===== src/rtl/aes128_cipher_loader.sv =====
// Assembles a 128-bit key and plaintext from a 32-bit valid/ready bus and launches the AES core.
// Defining AES_LOADER_TIMEOUT_EN adds a sticky watchdog on the wait-for-completion state.
module aes128_cipher_loader #(
    parameter int unsigned WAIT_MIN       = 2,
    parameter int unsigned TIMEOUT_CYCLES = 64
) (
    input  logic         clk_sys,
    input  logic         rst,
    input  logic         in_valid,
    output logic         in_ready,
    input  logic [31:0]  in_data,
    input  logic         in_is_key,
    output logic [127:0] cipher_key,
    output logic [127:0] plain_text,
    output logic         cipher_en,
    input  logic         cipher_ready,
    output logic         key_valid,
    output logic         busy,
    output logic         done,
    output logic         timeout_err
);

    if (WAIT_MIN < 1) begin : g_bad_wait_min
        $error("WAIT_MIN must be at least 1");
    end
    if (TIMEOUT_CYCLES < 1) begin : g_bad_timeout
        $error("TIMEOUT_CYCLES must be at least 1");
    end

    localparam int unsigned GuardW = $clog2(WAIT_MIN + 1);
    localparam logic [GuardW-1:0] GuardLast = GuardW'(WAIT_MIN - 1);

    typedef enum logic [1:0] {StIdle, StPend, StLaunch, StWait} state_e;

    state_e            state;
    logic [1:0]        key_cnt;
    logic [1:0]        pt_cnt;
    // Only the first three words need staging; the fourth commits straight from the bus.
    logic [95:0]       key_stage;
    logic [95:0]       pt_stage;
    logic [GuardW-1:0] guard;
    logic              guard_done;
    logic              key_acc;
    logic              pt_acc;
    logic              key_last;
    logic              pt_last;

`ifdef AES_LOADER_TIMEOUT_EN
    localparam int unsigned TmoW = $clog2(TIMEOUT_CYCLES + 1);
    localparam logic [TmoW-1:0] TmoLast = TmoW'(TIMEOUT_CYCLES - 1);
    logic [TmoW-1:0] tmo_cnt;
`else
    assign timeout_err = 1'b0;
`endif

    always_comb begin
        in_ready = 1'b0;
        if (!rst) begin
            unique case (state)
                StIdle:  in_ready = 1'b1;
                StPend:  in_ready = in_is_key;
                default: in_ready = 1'b0;
            endcase
        end
    end

    assign key_acc    = in_valid && in_ready && in_is_key;
    assign pt_acc     = in_valid && in_ready && !in_is_key;
    assign key_last   = key_acc && (key_cnt == 2'd3);
    assign pt_last    = pt_acc && (pt_cnt == 2'd3);
    assign guard_done = (guard >= GuardLast);

    always_ff @(posedge clk_sys or posedge rst) begin
        if (rst) begin
            state      <= StIdle;
            key_cnt    <= 2'd0;
            pt_cnt     <= 2'd0;
            key_stage  <= '0;
            pt_stage   <= '0;
            cipher_key <= '0;
            plain_text <= '0;
            key_valid  <= 1'b0;
            cipher_en  <= 1'b0;
            busy       <= 1'b0;
            done       <= 1'b0;
            guard      <= '0;
`ifdef AES_LOADER_TIMEOUT_EN
            tmo_cnt     <= '0;
            timeout_err <= 1'b0;
`endif
        end else begin
            cipher_en <= 1'b0;
            done      <= 1'b0;

            if (key_acc) begin
                key_cnt <= key_cnt + 2'd1;
                if (key_last) begin
                    cipher_key <= {key_stage, in_data};
                    key_valid  <= 1'b1;
                end else begin
                    key_stage <= {key_stage[63:0], in_data};
                    key_valid <= 1'b0;
                end
            end

            if (pt_acc) begin
                pt_cnt <= pt_cnt + 2'd1;
                if (pt_last) begin
                    plain_text <= {pt_stage, in_data};
                end else begin
                    pt_stage <= {pt_stage[63:0], in_data};
                end
            end

            unique case (state)
                StIdle: begin
                    if (pt_last) begin
                        if (key_valid) begin
                            state     <= StLaunch;
                            cipher_en <= 1'b1;
                            busy      <= 1'b1;
                        end else begin
                            state <= StPend;
                        end
                    end
                end
                StPend: begin
                    if (key_last) begin
                        state     <= StLaunch;
                        cipher_en <= 1'b1;
                        busy      <= 1'b1;
                    end
                end
                StLaunch: begin
                    state <= StWait;
                    guard <= '0;
`ifdef AES_LOADER_TIMEOUT_EN
                    tmo_cnt <= '0;
`endif
                end
                StWait: begin
                    if (!guard_done) begin
                        guard <= guard + GuardW'(1);
                    end
                    // Completion wins over a timeout sampled at the same edge.
                    if (guard_done && cipher_ready) begin
                        state <= StIdle;
                        done  <= 1'b1;
                        busy  <= 1'b0;
                    end
`ifdef AES_LOADER_TIMEOUT_EN
                    else if (tmo_cnt == TmoLast) begin
                        state       <= StIdle;
                        busy        <= 1'b0;
                        timeout_err <= 1'b1;
                    end else begin
                        tmo_cnt <= tmo_cnt + TmoW'(1);
                    end
`endif
                end
            endcase
        end
    end

endmodule


===== config.mk =====
export PLATFORM = sky130hd
export DESIGN_NAME = aes128_cipher_loader
export DESIGN_NICKNAME = d
export VERILOG_FILES = /design/src/rtl/aes128_cipher_loader.sv
export SDC_FILE = /design/constraint.sdc
export NUM_CORES = 1
export LEC_CHECK = 0
export CORE_AREA = 2 2 229 141
export CTS_CLUSTER_DIAMETER = 80
export DETAILED_ROUTE_END_ITERATION = 7
export DIE_AREA = 0 0 231 143
export DONT_BUFFER_PORTS = 1
export PLACE_DENSITY = 0.74
export SLEW_MARGIN = 0
export SYNTH_ARGS = -nofsm -noshare
export SYNTH_HDL_FRONTEND = slang
export SYNTH_SLANG_ARGS = --single-unit

===== constraint.sdc =====
create_clock -name clk_sys -period 15.9 [get_ports clk_sys]
set_input_delay 3.975 -clock clk_sys [delete_from_list [all_inputs] [get_ports clk_sys]]
set_output_delay 3.975 -clock clk_sys [all_outputs]
set_load 0.03 [all_outputs]

==> impl_metrics.yaml <==
status:
  status: "completed"
detailed_routing:
  drt_wl_total_um: 32800
  dr.pass1.iters: 4
  ant_nets: 0
  drc: 0
  routed-via-count: 8213
  via_per_inst: 5.62
  drtIter0Drc: 422
  wire_per_inst_um: 22.5
synth:
  yosysSeqAreaShare_pct: 66.1
  syn_avg_cell_area_um2: 17.2
  yosysWarnings: 0
  synth-seq-cells: 460
  syn-cell-area_um2: 17400
  ys_types: 31
  synth-edff-count: 0
  async_flop_share_pct: 100
  synth_flop_cell: "dfrtp_1"
  syn-num-nets: 1056
  syn_inst: 1011
setup_path:
  path_max_fanout: 6
  worstSetupPathType: "primary input to primary output"
  max_stage_delay_ns: 0.44
  crit_required_ns: 11.93
  end_kind: "primary output"
  crit_chain: "a21oi_1, nor2_1"
  crit_family: "simple AND/OR/NAND/NOR gates"
  critPathLaunch: "in_is_key"
  cp-start-kind: "primary input"
  rr_startpoint: "state[0]$_DFFE_PP0P_"
  critPathSlowestCell: "nor2_1"
  critical_path_buf_inv_count: 0
  crit_arrival_ns: 4.46
die:
  dieWidth_um: 231
  die_y_um: 143
  ioPinCount: 299
  core-area_um2: 30800
  die-area_um2: 33000
  initial_core_util_pct: 56.5
  placementRows: 50
placement:
  post-dp-hpwl_um: 21200
  numPortBuffers: 0
  dp_cells: 1388
  gp_congestion: 0.761
cts:
  cts_resized: 0
  htree_levels: 2
  postCtsSetupBuffers: 0
  tritoncts: "built"
  cts_buffers: 41
  clk_pin_slew_ns: 0.06
  clockBufferDepth: 3
  hold_buffers: 0
  root_buffer: "clkbuf_16"
  clk_latency_ns: 0.54
  clock-sinks: 460
worst_hold_path:
  hold_path.class: "register to register"
  min_from: "pt_cnt[0]$_DFFE_PP0P_"
sta:
  finalMaxSlewViolations: 0
  finClkSkew_ns: 0.00964
  finalHoldViolCount: 0
  clock.fmax_ghz: 0.119
  hold_ws_ns: 0.489
  slew-limit-headroom_pct: 26.8
  period_share_pct: 53.1
  setup_tns_ns: 0
  min_period_ns: 8.44
  rsz0062_at_grt: "no"
  setup_viol: 0
  tightest_slew_ns: 1.10
cells_and_area:
  area_delta_synth_final_pct: 9.76
  drive_gt1_share_pct: 50.6
  n_antenna_cell: 0
  layout.nets: 1060
  fin_cells: 1461
power:
  ir_drop_v: 0.000105
  power_density_nw_per_um2: 206
  leakage_nw: 9.40
global_route:
  grt_pass1_vias: 8663
  grt_usage_pct: 20.2
  overflow: 0
  grt_max_degree: 163
  grt_pass1_wl_um: 51700
  grt_antenna_before_repair: 0
flow_run:
  maxCapViolCount: 0
[worst paths after layout]
| check | to | slack (ns) | cells after the start |
|---|---|---|---|
| max reg2reg | pt_stage[51]$_DFFE_PP0P_ | 12.50 | 7 |
| min reg2reg | pt_cnt[0]$_DFFE_PP0P_ | 0.49 | 1 |
| min | pt_cnt[0]$_DFFE_PP0P_ | 0.49 | 1 |
| max | in_ready | 7.46 | 2 |
| max in group asynchronous | cipher_key[100]$_DFFE_PP0P_ | 9.78 | 4 |
| min in group asynchronous | busy$_DFFE_PP0P_ | 3.51 | 2 |
[cell usage in the layout, fill, tap and decap left out, types with 2 or more instances in the layout]
cell | netlist | routed
a21oi_1 | 2 | 2
buf_4 | 5 | 11
clkbuf_1 | 0 | 10
clkbuf_16 | 0 | 43
clkbuf_8 | 0 | 10
clkinv_2 | 0 | 7
dfrtp_1 | 460 | 460
ha_1 | 8 | 8
inv_1 | 8 | 7
mux2_1 | 6 | 6
mux2_2 | 405 | 405
mux2_4 | 40 | 40
mux2i_1 | 4 | 4
nand2_1 | 7 | 6
nor2_1 | 2 | 2
nor2b_4 | 1 | 2
[flip-flops by register name, summed over array words and instances (netlist names)]
| signal | flops |
|---|---|
| pt_cnt | 2 |
| pt_stage | 96 |
| guard | 2 |
| key_valid | 1 |
| busy | 1 |
| key_cnt | 2 |
| state | 2 |
| cipher_en | 1 |
| cipher_key | 128 |
| key_stage | 96 |
| done | 1 |
| plain_text | 128 |
[stage by stage]
| stage | worst slack, ns | power (mW) | cell area, µm² | utilization (%) |
|---|---|---|---|---|
| after detailed placement | 7.46 | 3.00 | 17800 | 57.7 |
| after global routing | 7.42 | 4.14 | 19100 | 62.1 |
| after floorplan | 5.70 | 2.77 | 17400 | - |
| final | 7.46 | 3.94 | 19100 | 62.1 |
| after CTS | 7.46 | 3.99 | 19100 | 62.1 |
| after global placement | 7.45 | 2.95 | 17800 | 57.7 |
[routing by layer]
| metal | track usage, % | wire [µm] | vias up |
|---|---|---|---|
| met5 | 0 | 0 | - |
| met2 | 32.4 | 15800 | 213 |
| met1 | 26.4 | 13700 | 4368 |
| li1 | - | - | 3580 |
| met4 | 5.03 | 573 | 0 |
| met3 | 7.53 | 2810 | 52 |
[report_power, final]
part	total, mW	switching [mW]	internal [mW]
Combinational	0.607	0.201	0.406
Sequential	2.35	0.748	1.61
Clock	0.977	0.418	0.559
Total	3.94	1.37	2.57
[cells in the mapped netlist (2+ instances only)]
master | n | area share [%]
a21oi_1 | 2 | 0.058
nor2_1 | 2 | 0.043
mux2_1 | 6 | 0.39
buf_2 | 41 | 1.2
mux2_2 | 405 | 26
buf_4 | 5 | 0.22
dfrtp_1 | 460 | 66
buf_6 | 5 | 0.32
nand2_1 | 7 | 0.15
mux2_4 | 40 | 3.5
inv_1 | 8 | 0.17
ha_1 | 8 | 0.58
mux2i_1 | 4 | 0.23
[worst reg2reg max path: stages, from the launching register on]
cell and delay, ns:
dfrtp_1 0.41, inv_1 0.14, ha_1 0.44, and3b_4 0.32, nor2b_4 0.15, buf_4 0.63, buf_4 0.73, mux2_2 0.47
[cell families after synthesis]
logic type	count (synthesis)	share of synthesized area, %
other	1	0.0215
multiplexers	455	30.3
XOR/XNOR	2	0.101
adder cells (fa/ha/maj)	8	0.575
AND/OR/NAND/NOR	16	0.546
flip-flops	460	66.1
AO/OA/AOI/OAI	10	0.439
buffers and inverters	59	1.89
[area by class of cell]
class	instances	area [µm²]
Clock buffer	63	1250
Clock inverter	10	82.6
Fill cell	2238	11700
Inverter	8	33.8
Multi-Input combinational cell	492	5600
Sequential cell	460	11500
Tap cell	416	520
Timing Repair Buffer	12	103
Power figures use the tool's default switching activity.
==> variant (config.mk and constraints unchanged) <==
Add an input register stage for `in_is_key`, with the module's reset; this delays it by one clock. The other inputs are not delayed to match.
--- a/src/rtl/aes128_cipher_loader.sv
+++ b/src/rtl/aes128_cipher_loader.sv
@@ -20,4 +20,14 @@
     output logic         timeout_err
 );
+
+    logic in_is_key_q;
+
+    always_ff @(posedge clk_sys or posedge rst) begin
+        if (rst) begin
+            in_is_key_q <= '0;
+        end else begin
+            in_is_key_q <= in_is_key;
+        end
+    end
 
     if (WAIT_MIN < 1) begin : g_bad_wait_min
@@ -59,5 +69,5 @@
             unique case (state)
                 StIdle:  in_ready = 1'b1;
-                StPend:  in_ready = in_is_key;
+                StPend:  in_ready = in_is_key_q;
                 default: in_ready = 1'b0;
             endcase
@@ -65,6 +75,6 @@
     end
 
-    assign key_acc    = in_valid && in_ready && in_is_key;
-    assign pt_acc     = in_valid && in_ready && !in_is_key;
+    assign key_acc    = in_valid && in_ready && in_is_key_q;
+    assign pt_acc     = in_valid && in_ready && !in_is_key_q;
     assign key_last   = key_acc && (key_cnt == 2'd3);
     assign pt_last    = pt_acc && (pt_cnt == 2'd3);
Behaviour: not the same (Yosys sat finds a counterexample within 10 cycles, from zero or initial values and one cycle with rst high).
==> variant against the original RTL <==
  * Setup slack gained 0.064 ns
  * Sequential share of layout area shrank 0.11 points
  * Synthesized area is essentially flat
  * Die area is the same
  * Design area grew 0.39%
  * Count of clock-buffer cells in the layout shrank 5
  * Fmax grew 0.77%
  * Wire length grew 2.0%
  * First-iteration DRC count shrank 13%
  * Synthesized cell count grew 0.30%
  * Total power grew 2.6%
  * Clock skew grew 0.0068 ns
  * Sequential cell count grew 1
  * Largest power group unchanged
==> variant: results (changes against the original RTL) <==
WP data arrival = 4.40 ns (-0.06 ns)
Reg2Reg Setup Slack = 12.68 ns (+0.18 ns)
min-delay src = key_cnt[0]
Synth top cells by count = dfrtp_1, mux2_2, buf_2
final WL = 33,500 um (+2.0%)
Least-Margin Pin Slew = 1.08 ns (-0.0152 ns)
NumNets Final = 1,059 (-0.094%)
status = finished, final reports clean
worst-path fanout max = 4 (-2)
DR iter-0 viols = 369 (-13%)
root buffer cell = clkbuf_16
share of layout cells above drive strength 1 = 50.7% (+0.094 points)
Via-to-Cell Ratio = 5.66 (+0.76%)
pre-CTS setup slack = 7.53 ns (+0.0642 ns)
sink of the worst hold path = key_cnt[0]
register area share after synthesis = 66.3% (+0.11 points)
Area contributors post-synth = dfrtp_1, mux2_2, mux2_4
R2R depth = 6 (-1)
Total GRT Usage = 20.4% (+0.16 points)
first-pass GRT wire length = 52,200 um (+0.88%)
post-synth net total = 1,058 (+0.19%)
CP peak stage delay = 0.42 ns (-0.02 ns)
final clock skew = 0.0165 ns (+0.00685 ns)
Crit Reg-Reg Endpoint = pt_stage[59]
dpl hpwl = 21,300 um (+0.54%)
==> variant: cell type report <==
class	instances	area (um^2)	share of cell area, %
Inverter	9	37.5	0.196
Clock inverter	18	206	1.08
Multi-Input combinational cell	493	5520	28.8
Clock buffer	58	1270	6.65
Timing Repair Buffer	8	85.1	0.444
Tap cell	416	520	2.71
Sequential cell	461	11500	60.2
==> variant: routing by layer <==
metal	track usage [%]	up-vias
met5	0	-
met4	3.77	0
met3	8.39	43
met2	33.9	210
met1	25.5	4461
li1	-	3573
==> variant: cells by family (layout without fill, tap and decap cells) <==
kind of cell | Yosys count | after routing | synth area share [%]
XOR/XNOR | 3 | 3 | 0.151
AND/OR/NAND/NOR | 16 | 16 | 0.532
adder cells (fa/ha/maj) | 7 | 7 | 0.503
multiplexers | 454 | 454 | 29.9
flip-flops | 461 | 461 | 66.3
AO/OA/AOI/OAI | 12 | 12 | 0.482
buffers and inverters | 60 | 93 | 2.20
other | 1 | 1 | 0.0215
==> variant: report_power, final <==
part           leakage [uW]  internal (uW)  total, uW  switching (uW)
Combinational       0.00262            400        603             203
Sequential          0.00609           1610       2380             764
Clock              0.000723            627       1060             432
Total               0.00943           2640       4040            1400
==> variant: worst max path at each step <==
stage / startpoint / to / slack (ns) / depth (start not counted)
6_report: rst / in_ready / 7.53 / 1
5_1_grt: rst / in_ready / 7.50 / 1
3_3_place_gp: rst / in_ready / 7.52 / 1
2_1_floorplan: rst / cipher_key[103] / 3.09 / 6
3_5_place_dp: rst / in_ready / 7.53 / 1
4_1_cts: rst / in_ready / 7.53 / 1
==> variant: through the flow <==
stage	std cells	util (%)	power, uW
final	1463	62.3	4040
after floorplan	1014	-	2790
after CTS	1463	62.3	4080
after global routing	1463	62.3	4230
after detailed placement	1387	57.5	3010
after global placement	1387	57.5	2960
